[config.mk]
export PLATFORM = sky130hd
export DESIGN_NAME = game_session_requester_flat
export DESIGN_NICKNAME = d
export VERILOG_FILES = /design/src/rtl/game_session_requester_if.sv /design/src/rtl/game_session_requester.sv /design/src/flat_wrapper.sv
export SDC_FILE = /design/constraint.sdc
export NUM_CORES = 1
export LEC_CHECK = 0
export CAP_MARGIN = 20
export CORE_MARGIN = 4
export CORE_UTILIZATION = 45
export CTS_BUF_LIST = sky130_fd_sc_hd__clkbuf_16
export DETAILED_ROUTE_END_ITERATION = 12
export PLACE_DENSITY = 0.75
export SETUP_SLACK_MARGIN = 0.15
export SLEW_MARGIN = 10
export SYNTH_ARGS = -nofsm -noshare
export SYNTH_HDL_FRONTEND = slang
export SYNTH_SLANG_ARGS = --single-unit
[constraint.sdc]
create_clock -name clock -period 3.09 [get_ports clock]
set_input_delay 0.309 -clock clock [delete_from_list [all_inputs] [get_ports clock]]
set_output_delay 0.309 -clock clock [all_outputs]
set_load 0.1 [all_outputs]
[src/rtl/game_session_requester_if.sv]
`default_nettype none
// ============================================================================
// Module      : game_session_requester_if
// Description : Request/acknowledge link between the game-side session
//               requester and the difficulty controller.
// Revision    : 1.0 - initial release
// ============================================================================
interface game_session_requester_if;
  logic hard;
  logic med;
  logic easy;
  logic play_hard;
  logic play_medium;
  logic play_easy;
  logic external_reset;

  modport master (
    output hard, med, easy,
    input  play_hard, play_medium, play_easy, external_reset
  );

  modport slave (
    input  hard, med, easy,
    output play_hard, play_medium, play_easy, external_reset
  );
endinterface
`default_nettype wire

[src/rtl/game_session_requester.sv]
`default_nettype none
// ============================================================================
// Module      : game_session_requester
// Description : Holds a difficulty request line until acknowledged, then runs
//               the round countdown and reports win / loss / no-ack.
// Revision    : 1.0 - initial release
// ============================================================================
module game_session_requester #(
  parameter int TW          = 8,
  parameter int TIME_EASY   = 90,
  parameter int TIME_MED    = 60,
  parameter int TIME_HARD   = 30,
  parameter int ACK_TIMEOUT = 15
) (
  input  wire                       clock,
  input  wire                       reset,
  input  wire                       start,
  input  wire [1:0]                 select,
  input  wire                       tick,
  input  wire                       at_exit,
  game_session_requester_if.master  link,
  output logic [TW-1:0]             time_left,
  output logic                      game_won,
  output logic                      game_lost,
  output logic                      ack_error,
  output logic                      busy
);

  localparam int          c_cnt_w     = (ACK_TIMEOUT > 1) ? $clog2(ACK_TIMEOUT) : 1;
  localparam [c_cnt_w-1:0] c_ack_last = c_cnt_w'(ACK_TIMEOUT - 1);
  localparam [TW-1:0]     c_time_easy = TW'(TIME_EASY);
  localparam [TW-1:0]     c_time_med  = TW'(TIME_MED);
  localparam [TW-1:0]     c_time_hard = TW'(TIME_HARD);
  localparam [TW-1:0]     c_one       = TW'(1);

  typedef enum logic [1:0] {
    S_IDLE    = 2'd0,
    S_REQUEST = 2'd1,
    S_PLAY    = 2'd2,
    S_DONE    = 2'd3
  } state_t;

  state_t            r_state;
  logic [1:0]        r_sel;
  logic [c_cnt_w-1:0] r_ack_cnt;
  logic              r_hard, r_med, r_easy;
  logic [TW-1:0]     r_time;
  logic              r_won, r_lost, r_err, r_busy;

  logic              w_ack;
  logic [TW-1:0]     w_load;

  // Only the acknowledge that matches the latched difficulty counts.
  assign w_ack = ((r_sel == 2'b11) && link.play_hard)   ||
                 ((r_sel == 2'b10) && link.play_medium) ||
                 ((r_sel == 2'b01) && link.play_easy);

  always_comb begin
    w_load = c_time_hard;
    case (select)
      2'b01:   w_load = c_time_easy;
      2'b10:   w_load = c_time_med;
      default: w_load = c_time_hard;
    endcase
  end

  always_ff @(posedge clock or posedge reset) begin
    if (reset) begin
      r_state   <= S_IDLE;
      r_sel     <= 2'b00;
      r_ack_cnt <= '0;
      r_hard    <= 1'b0;
      r_med     <= 1'b0;
      r_easy    <= 1'b0;
      r_time    <= '0;
      r_won     <= 1'b0;
      r_lost    <= 1'b0;
      r_err     <= 1'b0;
      r_busy    <= 1'b0;
    end else begin
      case (r_state)
        S_IDLE: begin
          if (start && (select != 2'b00)) begin
            r_sel     <= select;
            r_time    <= w_load;
            r_won     <= 1'b0;
            r_lost    <= 1'b0;
            r_err     <= 1'b0;
            r_ack_cnt <= '0;
            r_hard    <= (select == 2'b11);
            r_med     <= (select == 2'b10);
            r_easy    <= (select == 2'b01);
            r_busy    <= 1'b1;
            r_state   <= S_REQUEST;
          end
        end
        S_REQUEST: begin
          if (link.external_reset) begin
            {r_hard, r_med, r_easy} <= 3'b000;
            r_busy  <= 1'b0;
            r_state <= S_IDLE;
          end else if (w_ack) begin
            r_state <= S_PLAY;
          end else if (r_ack_cnt == c_ack_last) begin
            r_err   <= 1'b1;
            {r_hard, r_med, r_easy} <= 3'b000;
            r_state <= S_DONE;
          end else begin
            r_ack_cnt <= r_ack_cnt + c_cnt_w'(1);
          end
        end
        S_PLAY: begin
          if (link.external_reset) begin
            {r_hard, r_med, r_easy} <= 3'b000;
            r_busy  <= 1'b0;
            r_state <= S_IDLE;
          end else if (!w_ack) begin
            // Controller switched away from us: silent abort.
            {r_hard, r_med, r_easy} <= 3'b000;
            r_state <= S_DONE;
          end else if (at_exit) begin
            r_won   <= 1'b1;
            {r_hard, r_med, r_easy} <= 3'b000;
            r_state <= S_DONE;
          end else if (tick) begin
            if (r_time <= c_one) begin
              r_time  <= '0;
              r_lost  <= 1'b1;
              {r_hard, r_med, r_easy} <= 3'b000;
              r_state <= S_DONE;
            end else begin
              r_time <= r_time - c_one;
            end
          end
        end
        S_DONE: begin
          if (link.external_reset) begin
            r_busy  <= 1'b0;
            r_state <= S_IDLE;
          end
        end
        default: begin
          {r_hard, r_med, r_easy} <= 3'b000;
          r_busy  <= 1'b0;
          r_state <= S_IDLE;
        end
      endcase
    end
  end

  assign link.hard = r_hard;
  assign link.med  = r_med;
  assign link.easy = r_easy;
  assign time_left = r_time;
  assign game_won  = r_won;
  assign game_lost = r_lost;
  assign ack_error = r_err;
  assign busy      = r_busy;

endmodule
`default_nettype wire

[src/flat_wrapper.sv]
// flat-port wrapper written by rule: the top's interface ports become plain ports
module game_session_requester_flat 
#(
  parameter int TW          = 8,
  parameter int TIME_EASY   = 90,
  parameter int TIME_MED    = 60,
  parameter int TIME_HARD   = 30,
  parameter int ACK_TIMEOUT = 15
)
  (clock, reset, start, select, tick, at_exit, time_left, game_won, game_lost, ack_error, busy, link_hard, link_med, link_easy, link_play_hard, link_play_medium, link_play_easy, link_external_reset);
  game_session_requester_if link_i ();
  input  wire clock;
  input  wire reset;
  input  wire start;
  input  wire [1:0] select;
  input  wire tick;
  input  wire at_exit;
  output logic [TW-1:0] time_left;
  output logic game_won;
  output logic game_lost;
  output logic ack_error;
  output logic busy;
  output wire logic [$bits(link_i.hard)-1:0] link_hard;
  output wire logic [$bits(link_i.med)-1:0] link_med;
  output wire logic [$bits(link_i.easy)-1:0] link_easy;
  input wire logic [$bits(link_i.play_hard)-1:0] link_play_hard;
  input wire logic [$bits(link_i.play_medium)-1:0] link_play_medium;
  input wire logic [$bits(link_i.play_easy)-1:0] link_play_easy;
  input wire logic [$bits(link_i.external_reset)-1:0] link_external_reset;
  assign link_hard = link_i.hard;
  assign link_med = link_i.med;
  assign link_easy = link_i.easy;
  assign link_i.play_hard = link_play_hard;
  assign link_i.play_medium = link_play_medium;
  assign link_i.play_easy = link_play_easy;
  assign link_i.external_reset = link_external_reset;
  game_session_requester #(.TW(TW), .TIME_EASY(TIME_EASY), .TIME_MED(TIME_MED), .TIME_HARD(TIME_HARD), .ACK_TIMEOUT(ACK_TIMEOUT)) u_core (.clock(clock), .reset(reset), .start(start), .select(select), .tick(tick), .at_exit(at_exit), .link(link_i), .time_left(time_left), .game_won(game_won), .game_lost(game_lost), .ack_error(ack_error), .busy(busy));
endmodule
==> results.tsv <==
metric	value	unit
status	complete, no violations	
share of cells above drive strength 1	0.135	
final setup fails	0	
largest net degree at the start of global routing	24	
Period minus WS final	2420	ps
first-pass GRT wire length	5.89	mm
clock network power share	0.129	
routability congestion estimate	0.852	
Synth Register Bits	23	
n_diodes	0	
num rows	20	
critical path peak fanout	7	
DP Wirelength	2.66	mm
post-CTS sizing	0	
GRT overflow	0	
crit path DAT	2570	ps
internal cell power	1010	uW
CORE AREA	3100	um^2
TritonCTS clock tree	done	
Yosys cell types	46	
Vias	1317	
sequential power share	0.259	
Hold Vio Cnt, Final	0	
initial antenna violation count	0	
Least-Margin Pin Slew	982	ps
Final period util	0.784	
final slew viol count	0	
Synth Instances	158	
Initial Util	0.477	
Chip Width	65.4	um
Power Density	1170	nW/um^2
P_leak	0.000823	uW
clock slew at reported path FFs	60	ps
Ys Warns	0	
drt wl/cell	15.4	um
Placed Area	1760	um^2
Area Growth Syn to Fin	24.3	%
Seq/Total Area, Yosys	0.389	
Mapped Avg Cell Area	9.37	um^2
Max clock buf depth	2	
Post-route DRC	0	
Top Ports	26	
Final nets	206	
routed wire length	3.52	mm
Top FF cell, synth	dfrtp_1	
CTS buffer count	3	
Finished Core Util	0.593	
post-route cell area	1840	um^2
H-Tree Depth	1	
Die ar.	4270	um^2
Post-Syn Area	1480	um^2
Min-Delay Path Class	register to register	
Critical Path End Type	register	
Die Y	65.4	um
Critical Path Start Type	register	
Filler Cells Inserted	282	
port bufs	25	
Comb power frac	0.612	
clock sink count	23	
Hold-fix buffers, CTS	0	
Root Buffer Master	clkbuf_16	
1st-iter DRT viols	102	
Max Cap Viol	0	
switching share of power	0.528	
ANT nets after route	0	
Worst Clk Skew	1.83	ps
Max-slew headroom	0.344	
Fmax	413	MHz
Hold Slack	519	ps
Max IR drop VDD	744	uV
Via density	5.75	
switching pwr	1130	uW
critical path class	register to register	
Overall Global Routing Usage	0.179	
CP Data Required Time	3230	ps
Setup TNS	0	ps
Synth async-reset ratio	1.00	
syn nets	178	
number of enable flip-flop cells after synthesis	0	
RSZ-0062 raised after global routing	false	
Post-CTS Setup Inserts	0	
vias in the first global route	1289	
clk_lat worst skew	250	ps
first drt pass iteration count	5	
[worst max-delay path, cell delays in order, from the launching register on]
cell       delay (ps)
dfrtp_1           440
inv_1              70
ha_1              240
nor2_1            260
nor3_4            120
a2111oi_1         610
or4_4             270
mux2_4            300
[per-stage QoR]
step           setup WS, ps  cells  total power [uW]
2_1_floorplan           242    158              1570
3_5_place_dp            623    225              1860
3_3_place_gp            652    225              1820
4_1_cts                 661    229              2150
6_report                666    229              2140
5_1_grt                 536    229              2280
[final timing paths]
check                               startpoint                  end  slack [ps]  cells after the start
max                        u_core.time_left[0]     u_core.link.easy         670                      7
min                           u_core.link.easy     u_core.link.easy         520                      1
max reg2reg                u_core.time_left[0]     u_core.link.easy         670                      7
min reg2reg                   u_core.link.easy     u_core.link.easy         520                      1
max in group asynchronous                reset      u_core.r_sel[1]        2000                      2
min in group asynchronous                reset  u_core.time_left[5]         540                      2
[area by class of cell]
type	count	area (um^2)	area share
Sequential cell	23	576	0.313
Clock inverter	1	3.75	0.00204
Inverter	10	37.5	0.0204
Clock buffer	3	75.1	0.0408
Multi-Input combinational cell	123	860	0.467
Timing Repair Buffer	25	233	0.127
Tap cell	44	55.1	0.0299
[cell usage in the layout (no fill, tap or decap), types with 4 or more instances in the layout]
| cell | count |
|---|---|
| dfrtp_1 | 23 |
| inv_1 | 11 |
| a21oi_1 | 11 |
| o21ai_0 | 12 |
| buf_4 | 7 |
| ha_1 | 9 |
| mux2_2 | 4 |
| clkdlybuf4s50_1 | 18 |
| nand2_1 | 16 |
| nor2_1 | 15 |
| nand3_1 | 4 |
[routing by layer]
metal | vias up | share of wire | track usage
met3 | 8 | 0.038 | 0.0222
met5 | - | 0 | 0
met1 | 634 | 0.41 | 0.213
li1 | 631 | - | -
met4 | 0 | 0.018 | 0.0777
met2 | 44 | 0.53 | 0.321
[state kept, by name, indices dropped and copies added (netlist names)]
| signal | flops |
|---|---|
| u_core.r_sel | 2 |
| u_core.link.easy | 1 |
| u_core.r_ack_cnt | 4 |
| u_core.r_state | 2 |
| u_core.link.hard | 1 |
| u_core.time_left | 8 |
| u_core.ack_error | 1 |
| u_core.game_won | 1 |
| u_core.busy | 1 |
| u_core.game_lost | 1 |
| u_core.link.med | 1 |
[logic make-up after synthesis]
group                    Yosys count  share of synthesized area
AND/OR/NAND/NOR                   60                      0.227
AO/OA/AOI/OAI                     43                      0.189
flip-flops                        23                      0.389
buffers and inverters             12                     0.0304
multiplexers                      11                     0.0888
adder cells (fa/ha/maj)            9                     0.0761
[cell usage after synthesis, types with 2 or more instances]
master / instances / area share
dfrtp_1: 23 / 0.39
nand2_1: 16 / 0.041
nor2_1: 15 / 0.038
o21ai_0: 12 / 0.041
a21oi_1: 11 / 0.037
inv_1: 10 / 0.025
ha_1: 9 / 0.076
mux2_2: 4 / 0.030
nand3_1: 4 / 0.014
a22o_1: 3 / 0.018
a31oi_1: 3 / 0.013
and3_1: 3 / 0.013
mux2_4: 3 / 0.030
mux2i_1: 3 / 0.020
nand2b_1: 3 / 0.013
nor3_1: 3 / 0.010
a211o_1: 2 / 0.012
o211ai_1: 2 / 0.010
or3_4: 2 / 0.015
[power by group through the flow]
stage	combinational, uW	clock, uW	sequential, uW
2_1_floorplan	561	0	1000
3_3_place_gp	1280	0	544
3_5_place_dp	1310	0	554
4_1_cts	1320	279	550
5_1_grt	1400	299	575
6_report	1310	277	554
(Power assumes the default switching activity.)
